**src/rtl/render_pkg.sv**
```systemverilog
// Shared types and defaults for the tile/sprite blitter.
package render_pkg;

    localparam int COLOR_W  = 16;
    localparam int SCREEN_W = 640;
    localparam int SCREEN_H = 480;
    localparam int ADDR_W   = 19;
    localparam logic [COLOR_W-1:0] KEY = 16'hF81F;

    // Screen coordinates are one bit wider than the 10-bit origin so that
    // origin + tile offset never wraps back onto the visible area.
    typedef logic [10:0] coord_t;

    typedef enum logic [1:0] {
        IDLE,
        ISSUE,
        DRAIN,
        DONE
    } state_t;

    // One in-flight pixel travelling alongside its ROM read.
    typedef struct packed {
        logic   valid;
        logic   clip;
        coord_t x;
        coord_t y;
    } pix_t;

    // Linear frame-buffer address of screen pixel (x, y).
    function automatic logic [31:0] fb_addr(input coord_t x, input coord_t y,
                                            input int unsigned width = SCREEN_W);
        return 32'(y) * width + 32'(x);
    endfunction

endpackage

```
**src/rtl/tile_pixel_map.sv**
```systemverilog
// Combinational mapping of a tile issue position to its ROM address and
// screen coordinate, with optional mirroring and off-screen detection.
module tile_pixel_map #(
    parameter int TILE_W   = 32,
    parameter int TILE_H   = 32,
    parameter int SCREEN_W = render_pkg::SCREEN_W,
    parameter int SCREEN_H = render_pkg::SCREEN_H,
    parameter int ADDR_W   = render_pkg::ADDR_W
) (
    input  logic [$clog2(TILE_H)-1:0] row,
    input  logic [$clog2(TILE_W)-1:0] col,
    input  logic                      flip_x,
    input  logic                      flip_y,
    input  logic [ADDR_W-1:0]         base,
    input  logic [9:0]                top,
    input  logic [9:0]                left,
    output logic [ADDR_W-1:0]         src_addr,
    output logic [10:0]               x,
    output logic [10:0]               y,
    output logic                      clip
);
    import render_pkg::*;

    localparam int     CW    = $clog2(TILE_W);
    localparam int     RW    = $clog2(TILE_H);
    localparam coord_t X_LIM = coord_t'(SCREEN_W);
    localparam coord_t Y_LIM = coord_t'(SCREEN_H);

    logic [CW-1:0] c;
    logic [RW-1:0] r;

    // Source address follows the mirrored position; screen position does not.
    always_comb begin
        // Tile sizes are powers of two, so N-1-i is simply the bitwise inverse.
        c        = flip_x ? ~col : col;
        r        = flip_y ? ~row : row;
        // r*TILE_W + c is the concatenation {r, c} for power-of-two widths.
        src_addr = base + ADDR_W'({r, c});
        x        = coord_t'(left) + coord_t'(col);
        y        = coord_t'(top) + coord_t'(row);
        clip     = (x >= X_LIM) || (y >= Y_LIM);
    end

endmodule

```
**src/rtl/render_sprite.sv**
```systemverilog
// Tile blitter: copies one TILE_W x TILE_H tile from clock-enabled ROM into
// the frame buffer with flip, colour-key, clipping and write back-pressure.
module render_sprite #(
    parameter int TILE_W   = 32,
    parameter int TILE_H   = 32,
    parameter int SCREEN_W = render_pkg::SCREEN_W,
    parameter int SCREEN_H = render_pkg::SCREEN_H,
    parameter int ADDR_W   = render_pkg::ADDR_W,
    parameter int COLOR_W  = render_pkg::COLOR_W,
    parameter int ROM_LAT  = 1,
    parameter logic [COLOR_W-1:0] KEY = render_pkg::KEY
) (
    input  logic               clk,
    input  logic               rstn,
    input  logic               start,
    input  logic [ADDR_W-1:0]  tile_addr,
    input  logic [9:0]         top,
    input  logic [9:0]         left,
    input  logic               flip_x,
    input  logic               flip_y,
    input  logic               key_en,
    output logic               busy,
    output logic               done,
    output logic               src_en,
    output logic [ADDR_W-1:0]  src_addr,
    input  logic [COLOR_W-1:0] src_data,
    output logic [ADDR_W-1:0]  dst_addr,
    output logic [COLOR_W-1:0] dst_data,
    output logic               dst_wr,
    input  logic               dst_ready
);
    import render_pkg::*;

    localparam int CW    = $clog2(TILE_W);
    localparam int RW    = $clog2(TILE_H);
    localparam int CNT_W = RW + CW;

    state_t               state_q, state_d;
    logic [CNT_W-1:0]     cnt_q, cnt_d;          // {row, col}, col fastest
    logic [ADDR_W-1:0]    tile_addr_q, tile_addr_d;
    logic [9:0]           top_q, top_d, left_q, left_d;
    logic                 flip_x_q, flip_x_d, flip_y_q, flip_y_d, key_en_q, key_en_d;
    pix_t [ROM_LAT-1:0]   pipe_q, pipe_d;
    logic                 dst_wr_q, dst_wr_d;
    logic [ADDR_W-1:0]    dst_addr_q, dst_addr_d;
    logic [COLOR_W-1:0]   dst_data_q, dst_data_d;

    logic                 stall, pipe_empty, keyed, load;
    logic [ADDR_W-1:0]    map_addr;
    coord_t               map_x, map_y;
    logic                 map_clip;
    pix_t                 tail;

    tile_pixel_map #(
        .TILE_W   (TILE_W),
        .TILE_H   (TILE_H),
        .SCREEN_W (SCREEN_W),
        .SCREEN_H (SCREEN_H),
        .ADDR_W   (ADDR_W)
    ) u_map (
        .row      (cnt_q[CNT_W-1:CW]),
        .col      (cnt_q[CW-1:0]),
        .flip_x   (flip_x_q),
        .flip_y   (flip_y_q),
        .base     (tile_addr_q),
        .top      (top_q),
        .left     (left_q),
        .src_addr (map_addr),
        .x        (map_x),
        .y        (map_y),
        .clip     (map_clip)
    );

    // A pending write that the frame buffer refuses freezes the whole datapath.
    assign stall = dst_wr_q & ~dst_ready;
    assign tail  = pipe_q[ROM_LAT-1];

    // FSM next state, issue counter and start-time latching of the job.
    always_comb begin
        // NOTE: every signal gets its hold value first so no path can infer a latch.
        state_d     = state_q;
        cnt_d       = cnt_q;
        tile_addr_d = tile_addr_q;
        top_d       = top_q;
        left_d      = left_q;
        flip_x_d    = flip_x_q;
        flip_y_d    = flip_y_q;
        key_en_d    = key_en_q;
        case (state_q)
            IDLE: begin
                if (start) begin
                    state_d     = ISSUE;
                    cnt_d       = '0;
                    tile_addr_d = tile_addr;
                    top_d       = top;
                    left_d      = left;
                    flip_x_d    = flip_x;
                    flip_y_d    = flip_y;
                    key_en_d    = key_en;
                end
            end
            ISSUE: begin
                if (!stall) begin
                    cnt_d = cnt_q + CNT_W'(1);
                    if (&cnt_q) state_d = DRAIN;
                end
            end
            DRAIN:   if (pipe_empty && !dst_wr_q) state_d = DONE;
            DONE:    state_d = IDLE;
            default: state_d = IDLE;
        endcase
    end

    // Latency pipe: carries pixel position alongside the outstanding ROM read.
    always_comb begin
        pipe_d = pipe_q;
        if (!stall) begin
            pipe_d[0].valid = (state_q == ISSUE);
            pipe_d[0].clip  = map_clip;
            pipe_d[0].x     = map_x;
            pipe_d[0].y     = map_y;
            for (int i = 1; i < ROM_LAT; i++) pipe_d[i] = pipe_q[i-1];
        end
    end

    // Drain detection: no pixel left waiting on the ROM.
    always_comb begin
        pipe_empty = 1'b1;
        for (int i = 0; i < ROM_LAT; i++) begin
            if (pipe_q[i].valid) pipe_empty = 1'b0;
        end
    end

    // Output stage: only visible, non-transparent pixels become writes.
    always_comb begin
        keyed      = key_en_q && (src_data == KEY);
        load       = !stall && tail.valid && !tail.clip && !keyed;
        dst_wr_d   = stall | load;
        dst_addr_d = load ? ADDR_W'(fb_addr(tail.x, tail.y, SCREEN_W)) : dst_addr_q;
        dst_data_d = load ? src_data : dst_data_q;
    end

    // State registers; reset drops any job and any pending write.
    always_ff @(posedge clk or negedge rstn) begin
        if (!rstn) begin
            state_q     <= IDLE;
            cnt_q       <= '0;
            tile_addr_q <= '0;
            top_q       <= '0;
            left_q      <= '0;
            flip_x_q    <= 1'b0;
            flip_y_q    <= 1'b0;
            key_en_q    <= 1'b0;
            pipe_q      <= '0;
            dst_wr_q    <= 1'b0;
            dst_addr_q  <= '0;
            dst_data_q  <= '0;
        end else begin
            // NOTE: non-blocking updates so every flop samples pre-edge values.
            state_q     <= state_d;
            cnt_q       <= cnt_d;
            tile_addr_q <= tile_addr_d;
            top_q       <= top_d;
            left_q      <= left_d;
            flip_x_q    <= flip_x_d;
            flip_y_q    <= flip_y_d;
            key_en_q    <= key_en_d;
            pipe_q      <= pipe_d;
            dst_wr_q    <= dst_wr_d;
            dst_addr_q  <= dst_addr_d;
            dst_data_q  <= dst_data_d;
        end
    end

    assign busy     = (state_q == ISSUE) || (state_q == DRAIN);
    assign done     = (state_q == DONE);
    assign src_en   = ~stall;
    assign src_addr = map_addr;
    assign dst_wr   = dst_wr_q;
    assign dst_addr = dst_addr_q;
    assign dst_data = dst_data_q;

endmodule

```
**config.mk**
```make
export PLATFORM = sky130hd
export DESIGN_NAME = render_sprite
export DESIGN_NICKNAME = d
export VERILOG_FILES = /design/src/rtl/render_pkg.sv /design/src/rtl/tile_pixel_map.sv /design/src/rtl/render_sprite.sv
export SDC_FILE = /design/constraint.sdc
export NUM_CORES = 1
export LEC_CHECK = 0
export ABC_AREA = 1
export BUFFER_PORTS_ARGS = -buffer_cell sky130_fd_sc_hd__buf_2
export CORE_MARGIN = 10
export CORE_UTILIZATION = 63
export CTS_BUF_LIST = sky130_fd_sc_hd__clkbuf_2 sky130_fd_sc_hd__clkbuf_4 sky130_fd_sc_hd__clkbuf_8
export DETAILED_ROUTE_END_ITERATION = 8
export GPL_TIMING_DRIVEN = 0
export PLACE_DENSITY_LB_ADDON = 0.05
export SYNTH_ARGS = -nofsm -noshare
export SYNTH_HDL_FRONTEND = slang
export SYNTH_SLANG_ARGS = --single-unit
```
**constraint.sdc**
```tcl
create_clock -name clk -period 5.5 [get_ports clk]
set_input_delay 1.1 -clock clk [delete_from_list [all_inputs] [get_ports clk]]
set_output_delay 1.1 -clock clk [all_outputs]
set_load 0.05 [all_outputs]
```
==> results_dict.tcl <==
set metrics [dict create \
    status "complete, no violations" \
    diodes 0 \
    cts_tree "yes" \
    finalCritPeriodShare 0.764 \
    clk_latency_ns 0.43 \
    tightest_slew_ns 0.692 \
    regArea_sq_um 2850 \
    die_w_microns 124 \
    crit_path_cell_trace "clkbuf_1, xor2_1, ha_1, inv_1, fa_1, o21ai_0, nand3_1, nand2_1, nand3_1, nand2_1, xor2_1, buf_2" \
    timing.rr.start "pipe_q[1]" \
    worstPathArrival_ns 3.10 \
    cpMaxStageDelayCell "fa_1" \
    setup_viol 0 \
    crit_required_ns 4.40 \
    min_period_ns 4.20 \
    die_h_microns 124 \
    slew_headroom 0.539 \
    design_area_sq_um 7930 \
    globalRouteOverflowTotal 0 \
    grt_pass1_wl_microns 27000 \
    ys_seq_elements 114 \
    fin_tns_setup_ns 0 \
    post_cts_buffers 0 \
    syn-mean-instance-area_sq_um 7.74 \
    yosysUniqueCellTypes 39 \
    multi_input_area_sq_um 3540 \
    clk_pin_slew_ns 0.08 \
    fin_nets 1129 \
    drive_gt1_frac 0.178 \
    max_clock_freq_mhz 238 \
    min_from "dst_data[15]" \
    grt_pass1_vias 5896 \
    grt_setup_unrepaired "no" \
    drc 0 \
    async_flop_share 1.00 \
    die_area_sq_um 15300 \
    gp_congestion 0.902 \
    netlist_area_sq_um 6780 \
    seq_area_frac_synth 0.421 \
    clock_skew_ns 0.0117 \
    startpoint "flip_x_q" \
    synth_ff_type "dfrtp_1" \
    drtPass1Iterations 4 \
    yosysTopAreaCell "dfrtp_1" \
    finalWorstSetupSlack_ns 1.30 \
    grt_max_degree 64 \
    maxCapViolCount 0 \
    cts-root-buf "clkbuf_8" \
    synthTopCellsByArea "dfrtp_1 42%, nand2_1 19%, ha_1 8.7%" \
    cts_num_sinks 114 \
    path_class "reg -> out" \
    final_hold_viol_count 0 \
    synth_edf_count 0 \
    post_drt_wl_per_cell_microns 14.1 \
    cts_hold_buf 0 \
    synthCells 876 \
    critPathMaxStageDelay_ns 0.46 \
    antenna_found_initial 0 \
    via_per_inst 5.21 \
    ant_nets 0 \
    clock_path_buffers 2 \
    fill_cells 869 \
    worst_setup_path_end_kind "primary output" \
    path_max_fanout 6 \
    post_cts_resized 0 \
    dr_total_vias 6070 \
    port_buffers 119 \
    pre_cts_slack_ns 1.79 \
    syn_nets 990 \
    fp.coreArea_sq_um 10400 \
    drv_slew 0 \
    synth_top_area_frac 0.421 \
    htree_num_levels 4 \
    wl_microns 16400 \
    start_util 0.651 \
    place_hpwl_microns 12900 \
    worstHoldPathType "reg -> reg" \
    cts_buffers 17 \
    area.growth.synth_to_final_pct 17.0 \
    yosysWarnings 0 \
    drt_iter0_markers 426 \
    pin_count 120 \
    fp-row-count 37 \
    grt.total_usage 0.217 \
    start_kind "flip-flop" \
    placed_area_sq_um 7580 \
]
## state kept, by name, indices dropped and copies added (netlist names)
register	flops
flip_y_q	1
flip_x_q	1
left_q	10
key_en_q	1
dst_addr	19
tile_addr_q	19
pipe_q	24
dst_data	16
dst_wr	1
top_q	10
state_q	2
cnt_q	10
## Yosys cell counts (2+ instances only)
library cell,n
fa_1,5
nand3_2,2
xor2_1,28
dfrtp_1,114
nand4_1,12
o21ai_1,10
nor4_1,2
ha_1,47
nor3_1,12
buf_2,7
clkbuf_1,15
nor3_2,2
o22ai_1,4
o21ai_2,3
o31ai_1,2
nor2_1,42
nand3b_1,4
o21ai_0,49
nor2_2,4
inv_1,70
nand2_4,2
xnor2_1,12
nand3_1,40
nand2_1,341
a21oi_1,27
a31oi_1,3
inv_2,5
## worst paths after layout
check                           slack [ns]  cells after the start      endpoint
worst max-delay path                  1.30                     12   src_addr[8]
worst min-delay path                  0.48                      2  dst_data[15]
worst max register to register        2.83                     14  dst_addr[18]
worst min register to register        0.48                      2  dst_data[15]
max in group asynchronous             4.06                      2      top_q[2]
min in group asynchronous             0.70                      1  dst_addr[16]
## final cells by class
cell class	count	share of cell area
clock inverters	14	0.0134
well taps	136	0.0215
repair buffers	120	0.0789
plain buffers	23	0.0121
clock buffers	18	0.0312
multi-input cells	662	0.446
flip-flops and latches	114	0.360
inverters	77	0.0371
## logic make-up (layout without fill, tap and decap cells)
logic type,Yosys count,in the layout,share of synthesized area
DFF,114,114,0.421
AOI/OAI and AO/OA,103,103,0.0830
buffers and inverters,100,252,0.0576
xor gates and xnor gates,41,41,0.0541
and+or+nand+nor,466,466,0.283
adders and majority gates,52,52,0.101
## metal layers
| layer | track usage | vias up | wire (microns) |
|---|---|---|---|
| met4 | 0.0728 | 0 | 364 |
| met3 | 0.0520 | 33 | 1130 |
| met2 | 0.357 | 168 | 7630 |
| met1 | 0.276 | 2773 | 7250 |
| li1 | - | 3096 | - |
| met5 | 0 | - | 0 |
## cell usage in the layout (no fill, tap or decap), drive strengths merged
master and n:
a21oi 28, nand2 343, o21bai 1, xnor2 12
o22ai 4, xor2 29, inv 80, fa 5
o21a 1, dfrtp 114, clkinvlp 7, nor4 2
nor2 46, nand3 42, clkinv 4, ha 47
nand4 12, buf 127, clkbuf 34, a31oi 3
or2 2, a21o 1, nand3b 4, o21ai 63
o31ai 2, nor3 14, nand2b 1
## critical path: cells and delay by family (launching register included)
| kind | cells | cell delay, ns |
|---|---|---|
| compound gates | 1 | 0.32 |
| xor+xnor | 2 | 0.34 |
| fa+ha+maj | 2 | 0.65 |
| buf+inv | 3 | 0.65 |
| flops | 1 | 0.32 |
| simple gates | 4 | 0.40 |
## through the flow
| step | util | hold WS [ns] | cells |
|---|---|---|---|
| 6_report | 0.762 | 0.480 | 1164 |
| 5_1_grt | 0.762 | 0.500 | 1164 |
| 4_1_cts | 0.762 | 0.480 | 1164 |
| 3_5_place_dp | 0.728 | 0.459 | 1132 |
| 3_3_place_gp | 0.725 | 0.456 | 1131 |
| 2_1_floorplan | - | 0.442 | 876 |
Power is left out: the tool's default activity adds up to more than one toggle a clock period on the data nets, which glitch-free logic cannot reach.
